<file path="src/rtl/mem_stage_pkg.sv">
`default_nettype none
// +----------------------------------------------------------------------------+
// | Module   : mem_stage_pkg                                                   |
// | Purpose  : Shared types and constants for the memory-access stage:         |
// |            datapath widths, RegSrc encodings, load/store funct3 codes and  |
// |            the stage state enum.                                           |
// | Ports    : none (package)                                                  |
// | Revision : 1.0 - initial release                                           |
// +----------------------------------------------------------------------------+
package mem_stage_pkg;

  localparam int DEF_XLEN   = 64;
  localparam int DEF_ILEN   = 32;
  localparam int REG_ADDR_W = 5;

  // Writeback source select carried with each instruction.
  typedef enum logic [1:0] {
    REGSRC_ALU = 2'd0,
    REGSRC_MEM = 2'd1,
    REGSRC_CSR = 2'd2
  } regsrc_e;

  // Load/store width + signedness, taken from inst[14:12].
  typedef enum logic [2:0] {
    F3_B  = 3'b000,
    F3_H  = 3'b001,
    F3_W  = 3'b010,
    F3_D  = 3'b011,
    F3_BU = 3'b100,
    F3_HU = 3'b101,
    F3_WU = 3'b110
  } ls_funct3_e;

  typedef enum logic [1:0] {
    ST_EMPTY = 2'd0,
    ST_REQ   = 2'd1,
    ST_WAIT  = 2'd2,
    ST_FULL  = 2'd3
  } mem_state_e;

endpackage : mem_stage_pkg
`default_nettype wire

</file>
<file path="src/rtl/mem_stage_if.sv">
`default_nettype none
// +----------------------------------------------------------------------------+
// | Module   : mem_stage_if                                                    |
// | Purpose  : Bundles the EX-side handshake/payload, the data-bus request/    |
// |            response signals and the WB-side handshake/payload/forwarding   |
// |            outputs of the memory stage.                                    |
// | Modports : master - the memory stage itself                                |
// |            slave  - its environment (EX, data memory, WB)                  |
// | Revision : 1.0 - initial release                                           |
// +----------------------------------------------------------------------------+
interface mem_stage_if #(
  parameter int XLEN = mem_stage_pkg::DEF_XLEN,
  parameter int ILEN = mem_stage_pkg::DEF_ILEN
);
  // EX side
  logic            ex_valid;
  logic            ex_ready;
  logic [XLEN-1:0] ex_pc;
  logic [ILEN-1:0] ex_inst;
  logic [XLEN-1:0] ex_ALUres;
  logic [XLEN-1:0] ex_Rs2;
  logic            ex_MemRd;
  logic            ex_MemWr;
  logic [1:0]      ex_RegSrc;
  logic            ex_RegWr;
  logic            ex_isecall;
  logic            ex_ismret;
  logic            ex_iscsr;
  logic [XLEN-1:0] ex_R_rs1;
  logic            flush;
  // Data bus
  logic            dmem_req_valid;
  logic            dmem_req_ready;
  logic [XLEN-1:0] dmem_addr;
  logic            dmem_wen;
  logic [XLEN-1:0] dmem_wdata;
  logic [7:0]      dmem_wmask;
  logic            dmem_rsp_valid;
  logic [XLEN-1:0] dmem_rdata;
  // WB side
  logic            wb_valid;
  logic            wb_ready;
  logic [XLEN-1:0] wb_pc;
  logic [ILEN-1:0] wb_inst;
  logic [XLEN-1:0] ALUres;
  logic [XLEN-1:0] MemOut;
  logic [XLEN-1:0] R_rs1;
  logic [1:0]      RegSrc;
  logic            RegWr;
  logic            isecall;
  logic            ismret;
  logic            iscsr;
  // Forwarding
  logic                                mem_isRegWrite;
  logic [mem_stage_pkg::REG_ADDR_W-1:0] mem_raw_rd;
  logic [XLEN-1:0]                     mem_raw_Wdata;
  logic                                mem_raw_data_valid;

  modport master (
    input  ex_valid, ex_pc, ex_inst, ex_ALUres, ex_Rs2, ex_MemRd, ex_MemWr,
           ex_RegSrc, ex_RegWr, ex_isecall, ex_ismret, ex_iscsr, ex_R_rs1, flush,
           dmem_req_ready, dmem_rsp_valid, dmem_rdata, wb_ready,
    output ex_ready, dmem_req_valid, dmem_addr, dmem_wen, dmem_wdata, dmem_wmask,
           wb_valid, wb_pc, wb_inst, ALUres, MemOut, R_rs1, RegSrc, RegWr,
           isecall, ismret, iscsr, mem_isRegWrite, mem_raw_rd, mem_raw_Wdata,
           mem_raw_data_valid
  );

  modport slave (
    output ex_valid, ex_pc, ex_inst, ex_ALUres, ex_Rs2, ex_MemRd, ex_MemWr,
           ex_RegSrc, ex_RegWr, ex_isecall, ex_ismret, ex_iscsr, ex_R_rs1, flush,
           dmem_req_ready, dmem_rsp_valid, dmem_rdata, wb_ready,
    input  ex_ready, dmem_req_valid, dmem_addr, dmem_wen, dmem_wdata, dmem_wmask,
           wb_valid, wb_pc, wb_inst, ALUres, MemOut, R_rs1, RegSrc, RegWr,
           isecall, ismret, iscsr, mem_isRegWrite, mem_raw_rd, mem_raw_Wdata,
           mem_raw_data_valid
  );

endinterface : mem_stage_if
`default_nettype wire

</file>
<file path="src/rtl/mem_stage_lsu_align.sv">
`default_nettype none
// +----------------------------------------------------------------------------+
// | Module   : lsu_align                                                       |
// | Purpose  : Combinational byte-lane alignment for the memory stage.         |
// | Ports    : funct3_i / off_i   - access size code and byte offset           |
// |            rs2_i -> wdata_o   - store data shifted into its byte lanes     |
// |            wmask_o            - byte enables for the store                 |
// |            rdata_i -> ldata_o - load data shifted down and extended        |
// | Revision : 1.0 - initial release                                           |
// +----------------------------------------------------------------------------+
module lsu_align #(
  parameter int XLEN = 64
) (
  input  logic [2:0]      funct3_i,
  input  logic [2:0]      off_i,
  input  logic [XLEN-1:0] rs2_i,
  input  logic [XLEN-1:0] rdata_i,
  output logic [XLEN-1:0] wdata_o,
  output logic [7:0]      wmask_o,
  output logic [XLEN-1:0] ldata_o
);
  import mem_stage_pkg::*;

  logic [XLEN-1:0] w_shifted;
  logic [7:0]      w_base_mask;

  assign wdata_o   = rs2_i << {off_i, 3'b000};
  assign w_shifted = rdata_i >> {off_i, 3'b000};

  // Mask bits shifted past byte 7 fall off; such accesses are unsupported.
  always_comb begin
    w_base_mask = 8'h01;
    case (funct3_i[1:0])
      2'b00:   w_base_mask = 8'h01;
      2'b01:   w_base_mask = 8'h03;
      2'b10:   w_base_mask = 8'h0F;
      default: w_base_mask = 8'hFF;
    endcase
    wmask_o = w_base_mask << off_i;
  end

  always_comb begin
    ldata_o = w_shifted;
    case (funct3_i)
      F3_B:    ldata_o = {{(XLEN-8){w_shifted[7]}},   w_shifted[7:0]};
      F3_H:    ldata_o = {{(XLEN-16){w_shifted[15]}}, w_shifted[15:0]};
      F3_W:    ldata_o = {{(XLEN-32){w_shifted[31]}}, w_shifted[31:0]};
      F3_BU:   ldata_o = {{(XLEN-8){1'b0}},  w_shifted[7:0]};
      F3_HU:   ldata_o = {{(XLEN-16){1'b0}}, w_shifted[15:0]};
      F3_WU:   ldata_o = {{(XLEN-32){1'b0}}, w_shifted[31:0]};
      default: ldata_o = w_shifted;
    endcase
  end

endmodule : lsu_align
`default_nettype wire

</file>
<file path="src/rtl/mem_stage.sv">
`default_nettype none
// +----------------------------------------------------------------------------+
// | Module   : mem_stage                                                       |
// | Purpose  : Memory-access pipeline stage. Holds one instruction, issues its |
// |            load/store on the data bus, aligns/extends load data and        |
// |            presents the registered result to WB with forwarding info.      |
// | Ports    : clk, rst - clock, asynchronous active-high reset                |
// |            bus      - mem_stage_if.master (EX, data bus, WB, forwarding)   |
// | Revision : 1.0 - initial release                                           |
// +----------------------------------------------------------------------------+
module mem_stage #(
  parameter int XLEN = 64,
  parameter int ILEN = 32
) (
  input  logic       clk,
  input  logic       rst,
  mem_stage_if.master bus
);
  import mem_stage_pkg::*;

  mem_state_e state_q, state_d;
  logic       kill_q, kill_d;

  logic [XLEN-1:0] pc_q, alures_q, rs2_q, rs1_q, memout_q;
  logic [ILEN-1:0] inst_q;
  logic [1:0]      regsrc_q;
  logic            regwr_q, memwr_q, isecall_q, ismret_q, iscsr_q;

  logic            w_ex_ready, w_accept, w_is_mem, w_kill_now, w_capture, w_in_req;
  logic [XLEN-1:0] w_wdata, w_ldata;
  logic [7:0]      w_wmask;

  assign w_ex_ready = ((state_q == ST_EMPTY) || ((state_q == ST_FULL) && bus.wb_ready)) && !kill_q;
  // A flush swallows any instruction offered in the same cycle.
  assign w_accept   = bus.ex_valid && w_ex_ready && !bus.flush;
  assign w_is_mem   = bus.ex_MemRd || bus.ex_MemWr;
  // Flush arriving together with the response must still discard it.
  assign w_kill_now = kill_q || bus.flush;
  assign w_in_req   = (state_q == ST_REQ);

  always_comb begin
    state_d   = state_q;
    kill_d    = kill_q;
    w_capture = 1'b0;
    case (state_q)
      ST_EMPTY: begin
        if (w_accept) state_d = w_is_mem ? ST_REQ : ST_FULL;
      end
      ST_REQ: begin
        kill_d = w_kill_now;
        if (bus.dmem_req_ready) state_d = ST_WAIT;
      end
      ST_WAIT: begin
        kill_d = w_kill_now;
        if (bus.dmem_rsp_valid) begin
          if (w_kill_now) begin
            state_d = ST_EMPTY;
            kill_d  = 1'b0;
          end else begin
            state_d   = ST_FULL;
            w_capture = 1'b1;
          end
        end
      end
      ST_FULL: begin
        if (bus.flush)         state_d = ST_EMPTY;
        else if (bus.wb_ready) state_d = w_accept ? (w_is_mem ? ST_REQ : ST_FULL) : ST_EMPTY;
      end
      default: state_d = ST_EMPTY;
    endcase
  end

  always_ff @(posedge clk or posedge rst) begin
    if (rst) begin
      state_q   <= ST_EMPTY;
      kill_q    <= 1'b0;
      pc_q      <= '0;
      inst_q    <= '0;
      alures_q  <= '0;
      rs2_q     <= '0;
      rs1_q     <= '0;
      memout_q  <= '0;
      regsrc_q  <= '0;
      regwr_q   <= 1'b0;
      memwr_q   <= 1'b0;
      isecall_q <= 1'b0;
      ismret_q  <= 1'b0;
      iscsr_q   <= 1'b0;
    end else begin
      state_q <= state_d;
      kill_q  <= kill_d;
      if (w_accept) begin
        pc_q      <= bus.ex_pc;
        inst_q    <= bus.ex_inst;
        alures_q  <= bus.ex_ALUres;
        rs2_q     <= bus.ex_Rs2;
        rs1_q     <= bus.ex_R_rs1;
        memout_q  <= '0;
        regsrc_q  <= bus.ex_RegSrc;
        regwr_q   <= bus.ex_RegWr;
        memwr_q   <= bus.ex_MemWr;
        isecall_q <= bus.ex_isecall;
        ismret_q  <= bus.ex_ismret;
        iscsr_q   <= bus.ex_iscsr;
      end else if (w_capture) begin
        memout_q <= memwr_q ? '0 : w_ldata;
      end
    end
  end

  lsu_align #(.XLEN(XLEN)) u_lsu_align (
    .funct3_i (inst_q[14:12]),
    .off_i    (alures_q[2:0]),
    .rs2_i    (rs2_q),
    .rdata_i  (bus.dmem_rdata),
    .wdata_o  (w_wdata),
    .wmask_o  (w_wmask),
    .ldata_o  (w_ldata)
  );

  assign bus.ex_ready = w_ex_ready;

  // Bus outputs are held at zero outside the request phase.
  assign bus.dmem_req_valid = w_in_req;
  assign bus.dmem_addr      = w_in_req ? {alures_q[XLEN-1:3], 3'b000} : '0;
  assign bus.dmem_wen       = w_in_req && memwr_q;
  assign bus.dmem_wdata     = w_in_req ? w_wdata : '0;
  assign bus.dmem_wmask     = w_in_req ? w_wmask : '0;

  assign bus.wb_valid = (state_q == ST_FULL);
  assign bus.wb_pc    = pc_q;
  assign bus.wb_inst  = inst_q;
  assign bus.ALUres   = alures_q;
  assign bus.MemOut   = memout_q;
  assign bus.R_rs1    = rs1_q;
  assign bus.RegSrc   = regsrc_q;
  assign bus.RegWr    = regwr_q;
  assign bus.isecall  = isecall_q;
  assign bus.ismret   = ismret_q;
  assign bus.iscsr    = iscsr_q;

  assign bus.mem_isRegWrite     = (state_q != ST_EMPTY) && regwr_q && !kill_q;
  assign bus.mem_raw_rd         = inst_q[11:7];
  assign bus.mem_raw_Wdata      = (regsrc_q == REGSRC_MEM) ? memout_q : alures_q;
  assign bus.mem_raw_data_valid = (state_q == ST_FULL) && regwr_q && (regsrc_q != REGSRC_CSR) && !kill_q;

endmodule : mem_stage
`default_nettype wire

</file>
<file path="src/flat_wrapper.sv">
// flat-port wrapper written by rule: the top's interface ports become plain ports
module mem_stage_flat import mem_stage_pkg::*;
#(
  parameter int XLEN = 64,
  parameter int ILEN = 32
)
  (clk, rst, bus_ex_valid, bus_ex_pc, bus_ex_inst, bus_ex_ALUres, bus_ex_Rs2, bus_ex_MemRd, bus_ex_MemWr, bus_ex_RegSrc, bus_ex_RegWr, bus_ex_isecall, bus_ex_ismret, bus_ex_iscsr, bus_ex_R_rs1, bus_flush, bus_dmem_req_ready, bus_dmem_rsp_valid, bus_dmem_rdata, bus_wb_ready, bus_ex_ready, bus_dmem_req_valid, bus_dmem_addr, bus_dmem_wen, bus_dmem_wdata, bus_dmem_wmask, bus_wb_valid, bus_wb_pc, bus_wb_inst, bus_ALUres, bus_MemOut, bus_R_rs1, bus_RegSrc, bus_RegWr, bus_isecall, bus_ismret, bus_iscsr, bus_mem_isRegWrite, bus_mem_raw_rd, bus_mem_raw_Wdata, bus_mem_raw_data_valid);
  mem_stage_if #(.XLEN(XLEN), .ILEN(ILEN)) bus_i ();
  input  logic clk;
  input  logic rst;
  input wire logic [$bits(bus_i.ex_valid)-1:0] bus_ex_valid;
  input wire logic [$bits(bus_i.ex_pc)-1:0] bus_ex_pc;
  input wire logic [$bits(bus_i.ex_inst)-1:0] bus_ex_inst;
  input wire logic [$bits(bus_i.ex_ALUres)-1:0] bus_ex_ALUres;
  input wire logic [$bits(bus_i.ex_Rs2)-1:0] bus_ex_Rs2;
  input wire logic [$bits(bus_i.ex_MemRd)-1:0] bus_ex_MemRd;
  input wire logic [$bits(bus_i.ex_MemWr)-1:0] bus_ex_MemWr;
  input wire logic [$bits(bus_i.ex_RegSrc)-1:0] bus_ex_RegSrc;
  input wire logic [$bits(bus_i.ex_RegWr)-1:0] bus_ex_RegWr;
  input wire logic [$bits(bus_i.ex_isecall)-1:0] bus_ex_isecall;
  input wire logic [$bits(bus_i.ex_ismret)-1:0] bus_ex_ismret;
  input wire logic [$bits(bus_i.ex_iscsr)-1:0] bus_ex_iscsr;
  input wire logic [$bits(bus_i.ex_R_rs1)-1:0] bus_ex_R_rs1;
  input wire logic [$bits(bus_i.flush)-1:0] bus_flush;
  input wire logic [$bits(bus_i.dmem_req_ready)-1:0] bus_dmem_req_ready;
  input wire logic [$bits(bus_i.dmem_rsp_valid)-1:0] bus_dmem_rsp_valid;
  input wire logic [$bits(bus_i.dmem_rdata)-1:0] bus_dmem_rdata;
  input wire logic [$bits(bus_i.wb_ready)-1:0] bus_wb_ready;
  output wire logic [$bits(bus_i.ex_ready)-1:0] bus_ex_ready;
  output wire logic [$bits(bus_i.dmem_req_valid)-1:0] bus_dmem_req_valid;
  output wire logic [$bits(bus_i.dmem_addr)-1:0] bus_dmem_addr;
  output wire logic [$bits(bus_i.dmem_wen)-1:0] bus_dmem_wen;
  output wire logic [$bits(bus_i.dmem_wdata)-1:0] bus_dmem_wdata;
  output wire logic [$bits(bus_i.dmem_wmask)-1:0] bus_dmem_wmask;
  output wire logic [$bits(bus_i.wb_valid)-1:0] bus_wb_valid;
  output wire logic [$bits(bus_i.wb_pc)-1:0] bus_wb_pc;
  output wire logic [$bits(bus_i.wb_inst)-1:0] bus_wb_inst;
  output wire logic [$bits(bus_i.ALUres)-1:0] bus_ALUres;
  output wire logic [$bits(bus_i.MemOut)-1:0] bus_MemOut;
  output wire logic [$bits(bus_i.R_rs1)-1:0] bus_R_rs1;
  output wire logic [$bits(bus_i.RegSrc)-1:0] bus_RegSrc;
  output wire logic [$bits(bus_i.RegWr)-1:0] bus_RegWr;
  output wire logic [$bits(bus_i.isecall)-1:0] bus_isecall;
  output wire logic [$bits(bus_i.ismret)-1:0] bus_ismret;
  output wire logic [$bits(bus_i.iscsr)-1:0] bus_iscsr;
  output wire logic [$bits(bus_i.mem_isRegWrite)-1:0] bus_mem_isRegWrite;
  output wire logic [$bits(bus_i.mem_raw_rd)-1:0] bus_mem_raw_rd;
  output wire logic [$bits(bus_i.mem_raw_Wdata)-1:0] bus_mem_raw_Wdata;
  output wire logic [$bits(bus_i.mem_raw_data_valid)-1:0] bus_mem_raw_data_valid;
  assign bus_i.ex_valid = bus_ex_valid;
  assign bus_i.ex_pc = bus_ex_pc;
  assign bus_i.ex_inst = bus_ex_inst;
  assign bus_i.ex_ALUres = bus_ex_ALUres;
  assign bus_i.ex_Rs2 = bus_ex_Rs2;
  assign bus_i.ex_MemRd = bus_ex_MemRd;
  assign bus_i.ex_MemWr = bus_ex_MemWr;
  assign bus_i.ex_RegSrc = bus_ex_RegSrc;
  assign bus_i.ex_RegWr = bus_ex_RegWr;
  assign bus_i.ex_isecall = bus_ex_isecall;
  assign bus_i.ex_ismret = bus_ex_ismret;
  assign bus_i.ex_iscsr = bus_ex_iscsr;
  assign bus_i.ex_R_rs1 = bus_ex_R_rs1;
  assign bus_i.flush = bus_flush;
  assign bus_i.dmem_req_ready = bus_dmem_req_ready;
  assign bus_i.dmem_rsp_valid = bus_dmem_rsp_valid;
  assign bus_i.dmem_rdata = bus_dmem_rdata;
  assign bus_i.wb_ready = bus_wb_ready;
  assign bus_ex_ready = bus_i.ex_ready;
  assign bus_dmem_req_valid = bus_i.dmem_req_valid;
  assign bus_dmem_addr = bus_i.dmem_addr;
  assign bus_dmem_wen = bus_i.dmem_wen;
  assign bus_dmem_wdata = bus_i.dmem_wdata;
  assign bus_dmem_wmask = bus_i.dmem_wmask;
  assign bus_wb_valid = bus_i.wb_valid;
  assign bus_wb_pc = bus_i.wb_pc;
  assign bus_wb_inst = bus_i.wb_inst;
  assign bus_ALUres = bus_i.ALUres;
  assign bus_MemOut = bus_i.MemOut;
  assign bus_R_rs1 = bus_i.R_rs1;
  assign bus_RegSrc = bus_i.RegSrc;
  assign bus_RegWr = bus_i.RegWr;
  assign bus_isecall = bus_i.isecall;
  assign bus_ismret = bus_i.ismret;
  assign bus_iscsr = bus_i.iscsr;
  assign bus_mem_isRegWrite = bus_i.mem_isRegWrite;
  assign bus_mem_raw_rd = bus_i.mem_raw_rd;
  assign bus_mem_raw_Wdata = bus_i.mem_raw_Wdata;
  assign bus_mem_raw_data_valid = bus_i.mem_raw_data_valid;
  mem_stage #(.XLEN(XLEN), .ILEN(ILEN)) u_core (.clk(clk), .rst(rst), .bus(bus_i));
endmodule
</file>
<file path="config.mk">
export PLATFORM = sky130hd
export DESIGN_NAME = mem_stage_flat
export DESIGN_NICKNAME = d
export VERILOG_FILES = /design/src/rtl/mem_stage_pkg.sv /design/src/rtl/mem_stage_if.sv /design/src/rtl/mem_stage_lsu_align.sv /design/src/rtl/mem_stage.sv /design/src/flat_wrapper.sv
export SDC_FILE = /design/constraint.sdc
export NUM_CORES = 1
export LEC_CHECK = 0
export ABC_AREA = 1
export BUFFER_PORTS_ARGS = -buffer_cell sky130_fd_sc_hd__buf_2
export CAP_MARGIN = 20
export CORE_AREA = 10 10 336 338
export DETAILED_ROUTE_END_ITERATION = 6
export DIE_AREA = 0 0 346 348
export GPL_ROUTABILITY_DRIVEN = 1
export PLACE_DENSITY_LB_ADDON = 0.1
export SYNTH_ARGS = -nofsm -noshare
export SYNTH_HDL_FRONTEND = slang
export SYNTH_SLANG_ARGS = --single-unit
</file>
<file path="constraint.sdc">
create_clock -name clk -period 22 [get_ports clk]
set_input_delay 1.1 -clock clk [delete_from_list [all_inputs] [get_ports clk]]
set_output_delay 1.1 -clock clk [all_outputs]
set_load 0.02 [all_outputs]
</file>
Word level (Yosys, flattened, before mapping) --
Index checks and enable logic that the tools add are counted.
Cells by class: bitwise operators 0, eq/ne operators 16, mux-type cells 23, $lt $le $gt $ge 0, shifts and indexed selects 3, add/subtract/negate cells 0, reduce and logical (&&, ||, !) cells 22, $mul 0, div/mod/pow operators 0
Operators by type and width (number):
- $mux 64 | 6
- $pmux 64 s6 | 1
- $shl 64x6->64 | 1
- $shr 64x6->64 | 1
- $pmux 8 s3 | 1
- $mux 2 | 8
- $logic_and 1x1->1 | 10
- $eq 3x3->1 const B | 3
- $mux 8 | 1
- $pmux 2 s4 | 1
- $shl 8x3->8 | 1
- $eq 2x1->1 const B | 3
- $eq 2x2->1 const B | 3
- $ne 2x2->1 const B | 3
- $reduce_bool 2->1 | 3
- $logic_not 2->1 | 2
- $mux 1 | 4
- $reduce_and 4->1 | 1
- $eq 3x1->1 const B | 1
- $eq 3x2->1 const B | 1
- $logic_not 3->1 | 1
- $logic_or 1x1->1 | 3
- $ne 3x3->1 const B | 1
- $logic_not 1->1 | 2
- other kinds (2) | 2
Word-level totals: latch bits 0, bits of input ports 367, memories kept 0, ROM bits 0, memory bits (writable) 0, output and inout port bits 505, register bits 362

Depth between registers and ports, before layout --
Gate-level depths: netlist of the first run.
word-level depth 10, depth in mapped cells 13, mapped depth without buffers 10

By module --
A second synthesis of the first run with hierarchy kept.
Unflattened totals: cells, all modules 2853, area, all modules 19825.3 sq um
By module, submodules not included:
- mem_stage | sequential area each 9058.7 sq um, area an instance 15676.3 sq um, cells an instance 2000, instances 1
- lsu_align | sequential area each 0.0 sq um, area an instance 4149.0 sq um, cells an instance 853, instances 1

Worst setup path before layout of the first run --
Ideal clock, no wire load.
path type register to output, from register u_core.state_q[1], to output port bus_dmem_wmask[4], stages on the path, launching flop included 9, data required time 20.900 ns, arrival time 2.024 ns, setup slack 18.876 ns, cell sequence dfrtp_1 inv_1 ha_1 buf_2 inv_1 nor2_1 buf_2 nand3_1 o21ai_0
On the way: cells in the longest elaborated chain, start to end 2
RTL lines:
- start: declaration | line mem_stage.sv:21 | mem_state_e state_q, state_d;
- start signal: assignment | line mem_stage.sv:90 | state_q <= state_d;
- $eq 2x1->1 | line mem_stage.sv:39 | assign w_in_req = (state_q == ST_REQ);
- via bus_dmem_req_valid | line flat_wrapper.sv:30 | output wire logic [$bits(bus_i.dmem_req_valid)-1:0] bus_dmem_req_valid;
- $mux 8 | line mem_stage.sv:128 | assign bus.dmem_wmask = w_in_req ? w_wmask : '0;
- end: declaration | line flat_wrapper.sv:34 | output wire logic [$bits(bus_i.dmem_wmask)-1:0] bus_dmem_wmask;
The timed path passes the listed nets, and every way through them passes these cells.

Worst setup path in the final report of the first run --
from register u_core.alures_q[0], in the netlist u_core.bus.ALUres[0], to output port bus_dmem_wdata[60]
On the way: cells in the longest elaborated chain, start to end 2
RTL lines:
- start: declaration | line mem_stage.sv:24 | logic [XLEN-1:0] pc_q, alures_q, rs2_q, rs1_q, memout_q;
- start signal: assignment | line mem_stage.sv:95 | alures_q <= bus.ex_ALUres;
- $shl 64x6->64 | line mem_stage_lsu_align.sv:27 | assign wdata_o = rs2_i << {off_i, 3'b000};
- $mux 64 | line mem_stage.sv:127 | assign bus.dmem_wdata = w_in_req ? w_wdata : '0;
- end: declaration | line flat_wrapper.sv:33 | output wire logic [$bits(bus_i.dmem_wdata)-1:0] bus_dmem_wdata;
Every way passes these cells.

==> results of run 1 <==
## power breakdown
part	switching [mW]	internal (mW)	leakage [nW]
logic	1.64	0.678	9.80
registers	0.293	0.971	4.61
clock network	0.340	0.456	0.772
## worst reg2reg max path: cells and delay by family, from the launching register on
kind / cells / cell delay [ns]
buffers and inverters: 2 / 1.52
AND/OR/NAND/NOR: 6 / 1.32
flip-flops: 1 / 0.69
AO/OA/AOI/OAI: 1 / 0.33
## sequential cells by signal, indices dropped and copies added, names as in the netlist
register and flops:
u_core.bus.MemOut 64, u_core.bus.RegSrc 2, u_core.memwr_q 1, u_core.bus.ismret 1, u_core.bus.wb_inst 32, u_core.bus.iscsr 1
u_core.bus.R_rs1 64, u_core.bus.ALUres 64, u_core.bus.wb_pc 64, u_core.bus.isecall 1, u_core.kill_q 1, u_core.rs2_q 64
u_core.bus.RegWr 1, u_core.state_q 2
## per-layer routing
| layer | up-vias | routed length, µm | track usage |
|---|---|---|---|
| li1 | 9825 | - | - |
| met1 | 9560 | 47000 | 0.217 |
| met2 | 707 | 53200 | 0.300 |
| met3 | 164 | 9980 | 0.0695 |
| met4 | 66 | 1800 | 0.0302 |
| met5 | - | 427 | 0 |
## stage by stage
step	hold WS, ns	power, mW	util	cells
floorplan	0.449	2.65	-	2649
global placement	0.458	3.66	0.231	4761
detailed placement	0.460	3.64	0.231	4761
CTS	0.476	4.47	0.246	4851
global route	0.490	4.71	0.246	4855
finish	0.472	4.38	0.246	4861
## logic make-up (layout without fill, tap and decap cells)
kind of cell / count (synthesis) / after routing / share of synthesized area
other: 1 / 12 / 0.000195
multiplexers: 61 / 61 / 0.0346
AND/OR/NAND/NOR: 1603 / 1603 / 0.331
AO/OA/AOI/OAI: 288 / 288 / 0.0799
buffers and inverters: 327 / 1127 / 0.0802
flip-flops: 362 / 362 / 0.471
adder cells (fa/ha/maj): 5 / 5 / 0.00325
## layout make-up
cell class                 instances  area [µm²]
fill                           12200       80100
sequential                       362        9060
multi-input combinational       1960        8660
timing repair buffer             893        4560
tap                             1403        1760
clock buffer                      75        1460
inverter                         144         561
clock inverter                    15         106
antenna                            9        22.5
## how the worst min path moves through the flow
stage,from,endpoint
2_1_floorplan,u_core.rs2_q[56]$_DFFE_PP0P_,u_core.rs2_q[56]$_DFFE_PP0P_
3_3_place_gp,u_core.bus.wb_pc[9]$_DFFE_PP0P_,u_core.bus.wb_pc[9]$_DFFE_PP0P_
3_5_place_dp,u_core.bus.wb_pc[60]$_DFFE_PP0P_,u_core.bus.wb_pc[60]$_DFFE_PP0P_
4_1_cts,u_core.bus.wb_pc[60]$_DFFE_PP0P_,u_core.bus.wb_pc[60]$_DFFE_PP0P_
5_1_grt,u_core.bus.wb_pc[23]$_DFFE_PP0P_,u_core.bus.wb_pc[23]$_DFFE_PP0P_
6_report,u_core.bus.wb_pc[60]$_DFFE_PP0P_,u_core.bus.wb_pc[60]$_DFFE_PP0P_
## cells in the mapped netlist (9+ instances only)
library cell / instances
sky130_fd_sc_hd__buf_1: 14
sky130_fd_sc_hd__o21ai_1: 68
sky130_fd_sc_hd__mux2_2: 44
sky130_fd_sc_hd__buf_6: 11
sky130_fd_sc_hd__nor2_1: 52
sky130_fd_sc_hd__a22oi_1: 9
sky130_fd_sc_hd__nand3_1: 148
sky130_fd_sc_hd__clkbuf_1: 48
sky130_fd_sc_hd__o21ai_0: 128
sky130_fd_sc_hd__mux2i_1: 17
sky130_fd_sc_hd__inv_1: 138
sky130_fd_sc_hd__buf_4: 33
sky130_fd_sc_hd__buf_2: 76
sky130_fd_sc_hd__nand3_2: 13
sky130_fd_sc_hd__dfrtp_1: 362
sky130_fd_sc_hd__nand2_1: 1373
sky130_fd_sc_hd__a21oi_1: 56
==> impl_table.tex, run 1 <==
\begin{tabular}{lr}
\hline
Metric & Value \\
\hline
\multicolumn{2}{l}{\textbf{Timing}} \\
\quad Slew Limit Headroom & 0.216 \\
\quad Final worst setup slack & 17.27 ns \\
\quad Layout Skew & around 0.016 ns \\
\quad Max-slew violation count & 0 \\
\quad Post-route minimum period & 4.73 ns \\
\quad Final setup fails & 0 \\
\quad Worst Tran Pin Value & 1.18 ns \\
\quad Setup repair after global routing missed its margin & no \\
\quad Accumulated negative setup slack & 0 ns \\
\quad Highest Clock Rate & 211 MHz \\
\quad Final hold viol count & 0 \\
\quad Share of the clock period used by the worst path & 0.215 \\
\multicolumn{2}{l}{\textbf{Logic synthesis}} \\
\quad Sequential-to-total area share from yosys stat & 0.471 \\
\quad Cell taking the most area after synthesis & sky130\_fd\_sc\_hd\_\_dfrtp\_1 \\
\quad Post-Syn Instances & 2,647 \\
\quad Area share of the largest cell type after synthesis & 0.471 \\
\quad Synth Flop Type & sky130\_fd\_sc\_hd\_\_dfrtp\_1 \\
\quad Synth cell types & 37 \\
\quad Synthesis-stage register bit count & 362 \\
\quad Number of warning messages in the yosys log & 0 \\
\quad Number of synthesized flops with an enable pin & 0 \\
\quad Summed instance area of the synthesized netlist & 19,200 µm² \\
\quad Share of synthesized flip-flops with an asynchronous set or reset & 1.00 \\
\quad Leading post-synthesis cells by cell area & sky130\_fd\_sc\_hd\_\_dfrtp\_1 (47\%), sky130\_fd\_sc\_hd\_\_nand2\_1 (27\%), sky130\_fd\_sc\_hd\_\_nand3\_1 (3.9\%) \\
\quad Mean cell area of the mapped netlist & 7.26 µm² \\
\multicolumn{2}{l}{\textbf{Placed design}} \\
\quad Post-placement setup slack & 17.47 ns \\
\quad HPWL after DPL & 86,300 µm \\
\quad Number of input and output port buffers inserted & 868 \\
\quad Final weighted congestion in routability-driven placement & 0.793 \\
\quad Area after detailed placement & around 25,000 µm² \\
\multicolumn{2}{l}{\textbf{Drt}} \\
\quad Remaining antenna violation count & 0 \\
\quad Detailed-route DRC error count & 0 \\
\quad Number of vias after detailed routing & 20,300 \\
\quad Length of the first detailed-routing pass in iterations & 5 \\
\quad Average wire per standard cell & 23.1 µm \\
\quad Iteration-0 DRC Markers & 1,180 \\
\quad Average via count per standard cell & 4.18 \\
\quad Sum of routed wire length over all layers & 112,000 µm \\
\multicolumn{2}{l}{\textbf{Floorplan}} \\
\quad Core footprint & 106,000 µm² \\
\quad Initial core utilization & 0.181 \\
\quad Die Outline Area & 120,000 µm² \\
\quad Cell row count & 120 \\
\quad I/O pins & 872 \\
\quad Die X-Extent & around 350 µm \\
\quad Die Height & roughly 350 µm \\
\multicolumn{2}{l}{\textbf{Finish}} \\
\quad Final instance area & around 26,000 µm² \\
\quad Share of post-route cells with drive strength above 1 & 0.307 \\
\quad Final nets & 3,783 \\
\quad Most common cell after layout, fill and taps aside & sky130\_fd\_sc\_hd\_\_nand2\_1 \\
\quad P\&R area growth vs syn & 36.2\% \\
\quad Most frequent cells in the layout & sky130\_fd\_sc\_hd\_\_nand2\_1 (1,372), sky130\_fd\_sc\_hd\_\_buf\_2 (868), sky130\_fd\_sc\_hd\_\_dfrtp\_1 (359), sky130\_fd\_sc\_hd\_\_nand3\_1 (148), sky130\_fd\_sc\_hd\_\_inv\_1 (136) \\
\multicolumn{2}{l}{\textbf{Critical path}} \\
\quad Master of the slowest instance on the critical path & sky130\_fd\_sc\_hd\_\_dfrtp\_4 \\
\quad Source of the critical timing path & u\_core.bus.ALUres[0]\$\_DFFE\_PP0P\_ \\
\quad Setup Crit Path Kind & flip-flop to output port \\
\quad Data required time at the worst endpoint & approximately 21 ns \\
\quad Largest driver fanout on the critical path & 80 \\
\quad Library cell appearing most often on the critical path & sky130\_fd\_sc\_hd\_\_o21ai\_0 \\
\quad Slack of the worst reg-to-reg path & 18.01 ns \\
\quad Dominant delay contributor by cell family on the critical path & buffers and inverters \\
\quad Count of cell instances traversed by the critical path & 6 \\
\quad Delay of the slowest cell on the worst path & 1.01 ns \\
\quad Crit path capture type & output port \\
\quad Critical R2R Capture & u\_core.bus.MemOut[55]\$\_DFFE\_PP0P\_ \\
\quad CP Capture Point & bus\_dmem\_wdata[60] \\
\quad Register-to-Register Path Depth & 9 \\
\quad Cell-by-cell listing of the critical path & buf\_4 -> o21ai\_0 -> nand2\_1 -> o21ai\_0 -> o21ai\_1 -> buf\_2 \\
\quad Buf/Inv on CP & 2 \\
\quad Worst R2R Start & u\_core.bus.ALUres[1]\$\_DFFE\_PP0P\_ \\
\quad Critical path launch point type & flip-flop \\
\quad Critical path data arrival time & between 3 and 4 ns \\
\multicolumn{2}{l}{\textbf{Job}} \\
\quad Number of maximum-capacitance violations & 0 \\
\multicolumn{2}{l}{\textbf{Clock network}} \\
\quad Number of buffers inserted during clock tree synthesis & 50 \\
\quad H-tree level count & 2 \\
\quad Post-CTS Setup Bufs & 0 \\
\quad Number of hold-repair buffers added at the cts stage & 0 \\
\quad Sink count of the clock tree & roughly 360 \\
\quad Maximum root-to-sink buffer count & 3 \\
\quad Clock-pin slew of the registers on the worst-case setup and hold paths & around 0.060 ns \\
\quad Clock tree from TritonCTS & yes \\
\quad Cell at the root of the clock tree & sky130\_fd\_sc\_hd\_\_clkbuf\_16 \\
\quad Clock latency on the worst-skew pair & $\sim$0.63 ns \\
\quad \# resized after CTS & 0 \\
\multicolumn{2}{l}{\textbf{Power and ir drop}} \\
\quad Largest voltage drop on the vdd net & roughly 63 µV \\
\quad PD cells & 167 nW/µm² \\
\quad Leak & 15.2 nW \\
\multicolumn{2}{l}{\textbf{Worst hold path}} \\
\quad Worst min path class & flip-flop to flip-flop \\
\quad Number of stages on the worst hold path & 2 \\
\multicolumn{2}{l}{\textbf{Global route}} \\
\quad Number of global-route vias before repair & 20,800 \\
\quad Pin count of the biggest net entering global routing & 179 \\
\quad Antenna violations before repair & between 60 and 70 \\
\quad Total gr overflow & 0 \\
\quad Overall track demand over capacity in global routing & 0.178 \\
\quad First-pass GRT wire length & around 160,000 µm \\
\multicolumn{2}{l}{\textbf{Status}} \\
\quad Status & finished, final reports clean \\
\hline
\end{tabular}
Power figures use the tool's default switching activity.
==> run 2: changes to the inputs <==
--- a/config.mk
+++ b/config.mk
@@ -5,12 +5,12 @@
 export SDC_FILE = /design/constraint.sdc
 export NUM_CORES = 1
 export LEC_CHECK = 0
-export ABC_AREA = 1
+export ABC_AREA = 0
 export BUFFER_PORTS_ARGS = -buffer_cell sky130_fd_sc_hd__buf_2
 export CAP_MARGIN = 20
-export CORE_AREA = 10 10 336 338
+export CORE_AREA = 10 10 333 335
 export DETAILED_ROUTE_END_ITERATION = 6
-export DIE_AREA = 0 0 346 348
+export DIE_AREA = 0 0 343 345
 export GPL_ROUTABILITY_DRIVEN = 1
 export PLACE_DENSITY_LB_ADDON = 0.1
 export SYNTH_ARGS = -nofsm -noshare
==> constraint.sdc (replaced) <==
create_clock -name clk -period 4.7 [get_ports clk]
set_input_delay 0.235 -clock clk [delete_from_list [all_inputs] [get_ports clk]]
set_output_delay 0.235 -clock clk [all_outputs]
set_load 0.02 [all_outputs]
==> run 2 against run 1 <==
Against the previous run: core utilization up 3.6 points; sequential power rose to 4.6 times the previous value; sequential share of layout area down 3.8 points; critical endpoint is now bus_dmem_wdata[57]; largest cell class is now multi-input gates.
==> impl_table.tex, run 2 <==
\begin{tabular}{lr}
\hline
Metric & Value \\
\hline
\multicolumn{2}{l}{\textbf{Status}} \\
\quad Status & finished, final reports clean \\
\multicolumn{2}{l}{\textbf{Logic synthesis}} \\
\quad Synthesis-stage register bit count & 362 (unchanged) \\
\quad Area share of the largest cell type after synthesis & 0.479 (+0.00732) \\
\quad Synth Flop Type & sky130\_fd\_sc\_hd\_\_dfrtp\_1 \\
\quad Area fraction in and, or, nand and nor cells after synthesis & 0.250 (-0.0805) \\
\quad Number of warning messages in the yosys log & 0 (unchanged) \\
\quad Synth cell types & 52 (+41\%) \\
\quad Dominant cell by count in the synthesized netlist & sky130\_fd\_sc\_hd\_\_nand2\_1 \\
\quad Sequential-to-total area share from yosys stat & 0.479 (+0.00732) \\
\quad Mean cell area of the mapped netlist & 8.70 µm² (+20\%) \\
\quad Summed instance area of the synthesized netlist & 18,900 µm² (-1.5\%) \\
\quad Dominant combinational cell family by area after synthesis & simple AND/OR/NAND/NOR gates \\
\quad Share of synthesized flip-flops with an asynchronous set or reset & 1.00 (unchanged) \\
\quad Fraction of the mapped netlist area in adder cells & 0.00330 (+0.0000505) \\
\quad Complex-gate fraction of the synthesized area & 0.0938 (+0.0139) \\
\quad Leading post-synthesis cells by cell area & sky130\_fd\_sc\_hd\_\_dfrtp\_1 (48\%), sky130\_fd\_sc\_hd\_\_nand2\_1 (19\%), sky130\_fd\_sc\_hd\_\_mux2i\_1 (5.5\%) \\
\quad Post-Syn Instances & 2,177 (-18\%) \\
\quad Portion of netlist area occupied by mux cells & 0.131 (+0.0965) \\
\quad Cell taking the most area after synthesis & sky130\_fd\_sc\_hd\_\_dfrtp\_1 \\
\quad Commonest cells in the synthesized netlist & sky130\_fd\_sc\_hd\_\_nand2\_1 (962), sky130\_fd\_sc\_hd\_\_dfrtp\_1 (362), sky130\_fd\_sc\_hd\_\_mux2i\_1 (104) \\
\quad Number of synthesized flops with an enable pin & 0 (unchanged) \\
\quad Xor/xnor cell area share of the yosys netlist & 0 (unchanged) \\
\multicolumn{2}{l}{\textbf{Floorplan}} \\
\quad Cell row count & 119 (-0.83\%) \\
\quad I/O pins & 872 (unchanged) \\
\quad Die Height & 345 µm (-0.86\%) \\
\quad Die Outline Area & 118,000 µm² (-1.7\%) \\
\quad Initial core utilization & 0.181 (+0.000524) \\
\quad Core footprint & 104,000 µm² (-1.8\%) \\
\quad Die X-Extent & 343 µm (-0.87\%) \\
\multicolumn{2}{l}{\textbf{Critical path}} \\
\quad Dominant delay contributor by cell family on the critical path & multiplexers \\
\quad Setup Crit Path Kind & flip-flop to output port \\
\quad Cell-by-cell listing of the critical path & buf\_4 -> mux2i\_1 -> mux2i\_1 -> mux2i\_1 -> nor2\_1 -> buf\_2 \\
\quad Slack of the worst reg-to-reg path & 1.49 ns (-16.52 ns) \\
\quad Buf/Inv on CP & 2 (unchanged) \\
\quad Critical path data arrival time & 3.48 ns (-0.15 ns) \\
\quad Crit path capture type & output port \\
\quad Register-to-Register Path Depth & 8 (-1) \\
\quad Library cell appearing most often on the critical path & sky130\_fd\_sc\_hd\_\_mux2i\_1 \\
\quad Critical path launch point type & flip-flop \\
\quad Delay of the slowest cell on the worst path & 0.71 ns (-0.30 ns) \\
\quad Largest driver fanout on the critical path & 65 (-19\%) \\
\quad Critical R2R Capture & u\_core.bus.MemOut[42]\$\_DFFE\_PP0P\_ \\
\quad Worst R2R Start & u\_core.state\_q[0]\$\_DFFE\_PP0P\_ \\
\quad Data required time at the worst endpoint & 4.47 ns (-16.43 ns) \\
\quad Master of the slowest instance on the critical path & sky130\_fd\_sc\_hd\_\_dfrtp\_4 \\
\multicolumn{2}{l}{\textbf{Finish}} \\
\quad Share of post-route cells with drive strength above 1 & 0.340 (+0.0332) \\
\quad P\&R area growth vs syn & 55.4\% \\
\quad Most frequent cells in the layout & sky130\_fd\_sc\_hd\_\_nand2\_1 (962), sky130\_fd\_sc\_hd\_\_buf\_2 (868), sky130\_fd\_sc\_hd\_\_dfrtp\_1 (359), sky130\_fd\_sc\_hd\_\_dlygate4sd3\_1 (301), sky130\_fd\_sc\_hd\_\_mux2i\_1 (104) \\
\quad Final-layout fill cell count & 11,400 (-6.8\%) \\
\quad Final instance area & 29,400 µm² (+12\%) \\
\quad Most common cell after layout, fill and taps aside & sky130\_fd\_sc\_hd\_\_nand2\_1 \\
\quad Final nets & 3,644 (-3.7\%) \\
\multicolumn{2}{l}{\textbf{Timing}} \\
\quad Final setup fails & 0 (unchanged) \\
\quad Final hold viol count & 0 (unchanged) \\
\quad Worst-case hold slack & 0.140 ns (-0.332 ns) \\
\quad Layout Skew & 0.0172 ns (+0.00135 ns) \\
\quad Setup repair after global routing missed its margin & no \\
\quad Share of the clock period used by the worst path & 0.790 \\
\quad Highest Clock Rate & 269 MHz \\
\quad Post-route minimum period & 3.71 ns \\
\quad Accumulated negative setup slack & 0 ns (unchanged) \\
\quad Worst Tran Pin Value & 1.18 ns (+0.00304 ns) \\
\quad Max-slew violation count & 0 (unchanged) \\
\quad Slew Limit Headroom & 0.214 (-0.00203) \\
\multicolumn{2}{l}{\textbf{Clock network}} \\
\quad Cell at the root of the clock tree & sky130\_fd\_sc\_hd\_\_clkbuf\_16 \\
\quad Clock latency on the worst-skew pair & 0.64 ns (about the same) \\
\quad \# resized after CTS & 0 (unchanged) \\
\quad Clock-pin slew of the registers on the worst-case setup and hold paths & 0.06 ns (about the same) \\
\quad Sink count of the clock tree & 362 (unchanged) \\
\quad Maximum root-to-sink buffer count & 3 (unchanged) \\
\quad Number of buffers inserted during clock tree synthesis & 50 (unchanged) \\
\quad Post-CTS Setup Bufs & 0 (unchanged) \\
\quad Clock tree from TritonCTS & yes \\
\quad H-tree level count & 2 (unchanged) \\
\multicolumn{2}{l}{\textbf{Global route}} \\
\quad Antenna violations before repair & 12 (-81\%) \\
\quad Pin count of the biggest net entering global routing & 166 (-7.3\%) \\
\quad First-pass GRT wire length & 158,000 µm (-0.50\%) \\
\quad Overall track demand over capacity in global routing & 0.179 (+0.000779) \\
\quad Number of global-route vias before repair & 21,500 (+2.9\%) \\
\quad Total gr overflow & 0 (unchanged) \\
\multicolumn{2}{l}{\textbf{Worst hold path}} \\
\quad Beginning of the worst hold path & bus\_dmem\_rdata[51] \\
\quad Worst min path class & primary input to flip-flop \\
\quad Number of stages on the worst hold path & 4 (+2) \\
\quad Worst Hold Endpoint & u\_core.bus.MemOut[43]\$\_DFFE\_PP0P\_ \\
\multicolumn{2}{l}{\textbf{Job}} \\
\quad Number of maximum-capacitance violations & 0 (unchanged) \\
\multicolumn{2}{l}{\textbf{Placed design}} \\
\quad Number of input and output port buffers inserted & 868 (unchanged) \\
\quad Final weighted congestion in routability-driven placement & 0.884 (+11\%) \\
\quad Area after detailed placement & 24,600 µm² (+0.27\%) \\
\quad HPWL after DPL & 86,100 µm (-0.20\%) \\
\multicolumn{2}{l}{\textbf{Power and ir drop}} \\
\quad Switching part of the total power & 0.484 (-0.0348) \\
\quad Combinational fraction of design power & 0.508 (-0.021) \\
\quad PD cells & 685 nW/µm² (+310\%) \\
\quad Pint & 10.4 mW (+390\%) \\
\quad Sequential share of power & 0.289 (about the same) \\
\quad Sum of internal, switching and leakage power & 20.2 mW (+360\%) \\
\quad Leak & 15.5 nW (+1.9\%) \\
\quad Portion of total power attributed to the clock network & 0.203 (+0.021) \\
\quad Net switching power & 9.76 mW (+330\%) \\
\quad Largest voltage drop on the vdd net & 313 µV (+400\%) \\
\multicolumn{2}{l}{\textbf{Drt}} \\
\quad Iteration-0 DRC Markers & 1,034 (-12\%) \\
\quad Average wire per standard cell & 23.4 µm (+1.3\%) \\
\quad Sum of routed wire length over all layers & 110,000 µm (-1.8\%) \\
\quad Remaining antenna violation count & 0 (unchanged) \\
\quad Average via count per standard cell & 4.23 (+1.1\%) \\
\quad Detailed-route DRC error count & 0 (unchanged) \\
\quad Length of the first detailed-routing pass in iterations & 7 (+2) \\
\quad Number of vias after detailed routing & 19,900 (-2.0\%) \\
\hline
\end{tabular}
## run 2: changes by cell type after synthesis, moves of 38 or more
| cell | change |
|---|---|
| sky130_fd_sc_hd__o21ai_1 | -54 |
| sky130_fd_sc_hd__nand3_1 | -148 |
| sky130_fd_sc_hd__and2_1 | +87 |
| sky130_fd_sc_hd__o21ai_0 | -69 |
| sky130_fd_sc_hd__inv_1 | -129 |
| sky130_fd_sc_hd__nand2_1 | -411 |
| sky130_fd_sc_hd__mux2i_1 | +87 |
| sky130_fd_sc_hd__clkbuf_1 | +39 |
| sky130_fd_sc_hd__mux2_2 | +38 |
## run 2: how the worst max path moves through the flow
stage                                startpoint                                end  slack (ns)  depth (start not counted)
2_1_floorplan                               rst   u_core.bus.ALUres[0]$_DFFE_PP0P_       -0.39                          1
3_3_place_gp      u_core.state_q[0]$_DFFE_PP0P_   u_core.bus.MemOut[3]$_DFFE_PP0P_        1.50                          8
3_5_place_dp      u_core.state_q[0]$_DFFE_PP0P_  u_core.bus.MemOut[42]$_DFFE_PP0P_        1.42                          8
4_1_cts        u_core.bus.ALUres[0]$_DFFE_PP0P_                 bus_dmem_wdata[57]        0.87                          6
5_1_grt        u_core.bus.ALUres[0]$_DFFE_PP0P_                 bus_dmem_wdata[57]        0.77                          6
6_report       u_core.bus.ALUres[0]$_DFFE_PP0P_                 bus_dmem_wdata[57]        0.99                          6
## run 2: final cells by class
| class | instances | area [µm²] | area share |
|---|---|---|---|
| Multi-Input combinational cell | 1642 | 9100 | 0.309 |
| Sequential cell | 362 | 9070 | 0.308 |
| Timing Repair Buffer | 1205 | 7700 | 0.262 |
| Tap cell | 1391 | 1740 | 0.0592 |
| Clock buffer | 66 | 1370 | 0.0466 |
| Clock inverter | 26 | 365 | 0.0124 |
| Inverter | 11 | 45.0 | 0.00153 |
| Antenna cell | 10 | 25.0 | 0.000851 |
## run 2: metrics by stage
step                      setup slack, ns   util  std cells
after floorplan                    -0.389      -       2179
after global placement               1.50  0.236       4310
after detailed placement             1.42  0.236       4310
after CTS                           0.875  0.282       4703
after global routing                0.768  0.282       4708
final                               0.987  0.282       4713
## run 2: power groups by stage
stage / logic [mW] / registers (mW) / clock network [mW]
after detailed placement: 10.2 / 5.89 / 0
after floorplan: 5.24 / 6.40 / 0
after global routing: 11.1 / 6.04 / 4.36
after CTS: 10.4 / 5.88 / 4.26
final: 10.2 / 5.83 / 4.09
after global placement: 10.2 / 5.87 / 0
## run 2: cell families (layout without fill, tap and decap cells)
kind of cell / Yosys count / in the layout
buffers and inverters: 175 / 1308
flip-flops: 362 / 362
multiplexers: 209 / 209
other: 1 / 13
adder cells (fa/ha/maj): 5 / 5
AND/OR/NAND/NOR: 1169 / 1169
AO/OA/AOI/OAI: 256 / 256
## run 2: repair_timing
item	4_1_cts	5_1_grt
endpoints found under the hold margin	318	0
setup endpoints to repair	0	0
hold buffers	301	0
## run 2: metal layers
layer	track usage	routed length, µm
met3	0.0473	8170
met5	0	53
met2	0.309	54100
met4	0.0472	2550
met1	0.217	45500
## run 2: worst reg2reg max path: stages (launching register included)
cell	delay, ns
sky130_fd_sc_hd__dfrtp_1	0.44
sky130_fd_sc_hd__inv_1	0.11
sky130_fd_sc_hd__ha_1	0.25
sky130_fd_sc_hd__a21oi_1	0.33
sky130_fd_sc_hd__or2_4	0.54
sky130_fd_sc_hd__and2_2	0.86
sky130_fd_sc_hd__buf_4	0.41
sky130_fd_sc_hd__nand2_1	0.09
sky130_fd_sc_hd__o21ai_1	0.10
==> run 3: changes to the inputs <==
==> constraint.sdc (replaced) <==
create_clock -name clk -period 3.8 [get_ports clk]
set_input_delay 0.19 -clock clk [delete_from_list [all_inputs] [get_ports clk]]
set_output_delay 0.19 -clock clk [all_outputs]
set_load 0.02 [all_outputs]
==> run 3 against run 2 <==
Against the previous run: clock skew increased by 0.0045 ns; hold slack got worse by 0.078 ns; critical path type unchanged; first-iteration DRC count is 4.4% lower; cell area is 0.20% higher; die area did not move; routed wire length grew 0.85%; sequential cell count did not move.
==> impl_table.tex, run 3 (synthesis results as in run 2) <==
\begin{tabular}{lr}
\hline
Metric & Value \\
\hline
\multicolumn{2}{l}{\textbf{Floorplan}} \\
\quad I/O pins & 872 (unchanged) \\
\quad Die X-Extent & 343 µm (unchanged) \\
\quad Initial core utilization & 0.181 (unchanged) \\
\quad Cell row count & 119 (unchanged) \\
\quad Die Height & 345 µm (unchanged) \\
\quad Die Outline Area & 118,000 µm² (unchanged) \\
\quad Core footprint & 104,000 µm² (unchanged) \\
\multicolumn{2}{l}{\textbf{Placed design}} \\
\quad Area after detailed placement & 24,800 µm² (+0.49\%) \\
\quad Number of input and output port buffers inserted & 868 (unchanged) \\
\quad HPWL after DPL & 87,300 µm (+1.4\%) \\
\quad Post-Place Cells & 4,319 (+0.21\%) \\
\quad Final weighted congestion in routability-driven placement & 0.851 (-3.7\%) \\
\multicolumn{2}{l}{\textbf{Drt}} \\
\quad Average via count per standard cell & 4.25 (+0.56\%) \\
\quad Sum of routed wire length over all layers & 111,000 µm (+0.85\%) \\
\quad Detailed-route DRC error count & 0 (unchanged) \\
\quad Iteration-0 DRC Markers & 989 (-4.4\%) \\
\quad Average wire per standard cell & 23.6 µm (+0.72\%) \\
\quad Number of vias after detailed routing & 20,100 (+0.69\%) \\
\quad Length of the first detailed-routing pass in iterations & 5 (-2) \\
\quad Remaining antenna violation count & 0 (unchanged) \\
\multicolumn{2}{l}{\textbf{Job}} \\
\quad Number of maximum-capacitance violations & 0 (unchanged) \\
\multicolumn{2}{l}{\textbf{Finish}} \\
\quad Multi-input combinational cell area & 9100 µm² (unchanged) \\
\quad Final Instance Count excl. Fillers & 4,719 (+0.13\%) \\
\quad Util after Layout & 0.282 (+0.000552) \\
\quad Most common cell after layout, fill and taps aside & sky130\_fd\_sc\_hd\_\_nand2\_1 \\
\quad P\&R area growth vs syn & 55.7\% \\
\quad Most frequent cells in the layout & sky130\_fd\_sc\_hd\_\_nand2\_1 (962), sky130\_fd\_sc\_hd\_\_buf\_2 (867), sky130\_fd\_sc\_hd\_\_dfrtp\_1 (359), sky130\_fd\_sc\_hd\_\_dlygate4sd3\_1 (300), sky130\_fd\_sc\_hd\_\_mux2i\_1 (104) \\
\quad Final instance area & 29,500 µm² (+0.20\%) \\
\quad Share of post-route cells with drive strength above 1 & 0.341 (+0.00130) \\
\quad Final nets & 3,652 (+0.22\%) \\
\quad Final-layout fill cell count & 11,300 (-0.52\%) \\
\quad Area of all sequential standard cells & 9070 µm² (unchanged) \\
\multicolumn{2}{l}{\textbf{Power and ir drop}} \\
\quad Combinational fraction of design power & 0.510 (+0.002) \\
\quad Portion of total power attributed to the clock network & 0.197 (-0.006) \\
\quad Net switching power & 12.1 mW (+24\%) \\
\quad Largest voltage drop on the vdd net & 338 µV (+8.1\%) \\
\quad Switching part of the total power & 0.486 (+0.00180) \\
\quad Sequential share of power & 0.293 (+0.004) \\
\quad Leak & 15.5 nW (+0.27\%) \\
\quad Pint & 12.7 mW (+23\%) \\
\quad PD cells & 841 nW/µm² (+23\%) \\
\multicolumn{2}{l}{\textbf{Timing}} \\
\quad Final setup fails & 0 (unchanged) \\
\quad Post-route minimum period & 3.41 ns \\
\quad Slew Limit Headroom & 0.416 (+0.203) \\
\quad Share of the clock period used by the worst path & 0.898 \\
\quad Worst Tran Pin Value & 0.874 ns (-0.306 ns) \\
\quad Highest Clock Rate & 293 MHz \\
\quad Max-slew violation count & 0 (unchanged) \\
\quad Final hold viol count & 0 (unchanged) \\
\quad Setup repair after global routing missed its margin & no \\
\quad Layout Skew & 0.0217 ns (+0.00449 ns) \\
\multicolumn{2}{l}{\textbf{Global route}} \\
\quad Total gr overflow & 0 (unchanged) \\
\quad Antenna violations before repair & 19 (+7) \\
\quad Number of global-route vias before repair & 21,700 (+1.2\%) \\
\quad First-pass GRT wire length & 161,000 µm (+1.4\%) \\
\quad Pin count of the biggest net entering global routing & 126 (-24\%) \\
\quad Overall track demand over capacity in global routing & 0.181 (+0.00238) \\
\multicolumn{2}{l}{\textbf{Critical path}} \\
\quad Cell-by-cell listing of the critical path & inv\_1 -> ha\_4 -> inv\_1 -> buf\_4 -> nor2\_1 -> buf\_4 -> nand2\_1 -> nor2\_1 -> buf\_2 \\
\quad Data required time at the worst endpoint & 3.61 ns (-0.86 ns) \\
\quad Slack of the worst reg-to-reg path & 0.96 ns (-0.53 ns) \\
\quad Source of the critical timing path & u\_core.state\_q[1]\$\_DFFE\_PP0P\_ \\
\quad Setup Crit Path Kind & flip-flop to output port \\
\quad Crit path capture type & output port \\
\quad Register-to-Register Path Depth & 6 (-2) \\
\quad Worst R2R Start & u\_core.bus.ALUres[1]\$\_DFFE\_PP0P\_ \\
\quad Master of the slowest instance on the critical path & sky130\_fd\_sc\_hd\_\_ha\_4 \\
\quad Largest driver fanout on the critical path & 29 (-55\%) \\
\quad Critical path data arrival time & 3.22 ns (-0.26 ns) \\
\quad Critical path launch point type & flip-flop \\
\quad Delay of the slowest cell on the worst path & 0.49 ns (-0.22 ns) \\
\quad Critical R2R Capture & u\_core.bus.MemOut[57]\$\_DFFE\_PP0P\_ \\
\multicolumn{2}{l}{\textbf{Worst hold path}} \\
\quad Number of stages on the worst hold path & 4 (unchanged) \\
\quad Worst Hold Endpoint & u\_core.bus.MemOut[41]\$\_DFFE\_PP0P\_ \\
\quad Worst min path class & primary input to flip-flop \\
\quad Beginning of the worst hold path & bus\_dmem\_rdata[49] \\
\multicolumn{2}{l}{\textbf{Status}} \\
\quad Status & finished, final reports clean \\
\multicolumn{2}{l}{\textbf{Clock network}} \\
\quad Maximum root-to-sink buffer count & 3 (unchanged) \\
\quad Cell at the root of the clock tree & sky130\_fd\_sc\_hd\_\_clkbuf\_16 \\
\quad H-tree level count & 2 (unchanged) \\
\quad Sink count of the clock tree & 362 (unchanged) \\
\quad Clock-pin slew of the registers on the worst-case setup and hold paths & 0.06 ns (about the same) \\
\quad Clock tree from TritonCTS & yes \\
\quad Number of buffers inserted during clock tree synthesis & 50 (unchanged) \\
\quad Clock latency on the worst-skew pair & 0.65 ns (about the same) \\
\hline
\end{tabular}
-- run 3: cell types whose count changed in the layout (fill, tap and decap cells not counted), sizes merged --
| cell | before | now |
|---|---|---|
| clkbuf | 66 | 77 |
| buf | 904 | 913 |
| clkinv | 13 | 6 |
| bufinv | 7 | 2 |
| clkinvlp | 6 | 4 |
| diode | 10 | 11 |
| dlygate4sd3 | 301 | 300 |
-- run 3: worst max-delay path, delay by kind of cell, from the launching register on --
kind | cells | cell delay [ns]
adders and majority gates | 1 | 0.49
DFF | 1 | 0.42
and+or+nand+nor | 3 | 0.52
buffers and inverters | 5 | 1.10
-- run 3: cell type report --
| cell class | count | share of cell area |
|---|---|---|
| Tap cell | 1391 | 0.0590 |
| Antenna cell | 11 | 0.000934 |
| Inverter | 11 | 0.00153 |
| Sequential cell | 362 | 0.308 |
| Clock inverter | 12 | 0.00539 |
| Multi-Input combinational cell | 1642 | 0.309 |
| Timing Repair Buffer | 1213 | 0.265 |
| Clock buffer | 77 | 0.0517 |
-- run 3: per-stage QoR --
stage	hold WS, ns	power, mW	worst slack (ns)	TNS (ns)
6_report	0.0614	24.8	0.389	0
3_3_place_gp	0.379	20.0	1.06	0
3_5_place_dp	0.384	20.0	1.00	0
5_1_grt	0.0779	26.5	0.145	0
2_1_floorplan	0.294	14.4	-1.24	-450.42
4_1_cts	0.0135	25.3	0.327	0
-- run 3: worst max-delay path by stage --
stage,to,slack [ns],cells after the start
2_1_floorplan,u_core.bus.ALUres[0]$_DFFE_PP0P_,-1.24,1
3_3_place_gp,u_core.bus.MemOut[27]$_DFFE_PP0P_,1.06,8
3_5_place_dp,u_core.bus.MemOut[57]$_DFFE_PP0P_,1.0,6
4_1_cts,bus_dmem_wdata[9],0.33,9
5_1_grt,bus_dmem_wdata[8],0.15,9
6_report,bus_dmem_wdata[8],0.39,9
-- run 3: timing repair --
| action | CTS | global route |
|---|---|---|
| endpoints found under the hold margin | 316 | 0 |
| setup endpoints to repair | 0 | 0 |
| hold buffers | 300 | 0 |
| buffers inserted | 0 | 0 |
| gates resized for setup | 0 | 0 |
-- run 3: layer usage --
layer,routed length (µm),vias to the layer above,GRT usage,part of all wire
met2,54400,779,0.315,0.49
met3,8720,131,0.0520,0.078
li1,-,9362,-,-
met4,2590,16,0.0484,0.023
met1,45500,9774,0.216,0.41
met5,96,-,0,0.00086
-- run 3: power by group through the flow --
| stage | logic, mW | registers [mW] | clock network (mW) |
|---|---|---|---|
| 3_5_place_dp | 12.6 | 7.35 | 0 |
| 6_report | 12.7 | 7.27 | 4.88 |
| 5_1_grt | 13.7 | 7.51 | 5.22 |
| 2_1_floorplan | 6.48 | 7.92 | 0 |
| 3_3_place_gp | 12.6 | 7.33 | 0 |
| 4_1_cts | 12.9 | 7.33 | 5.08 |
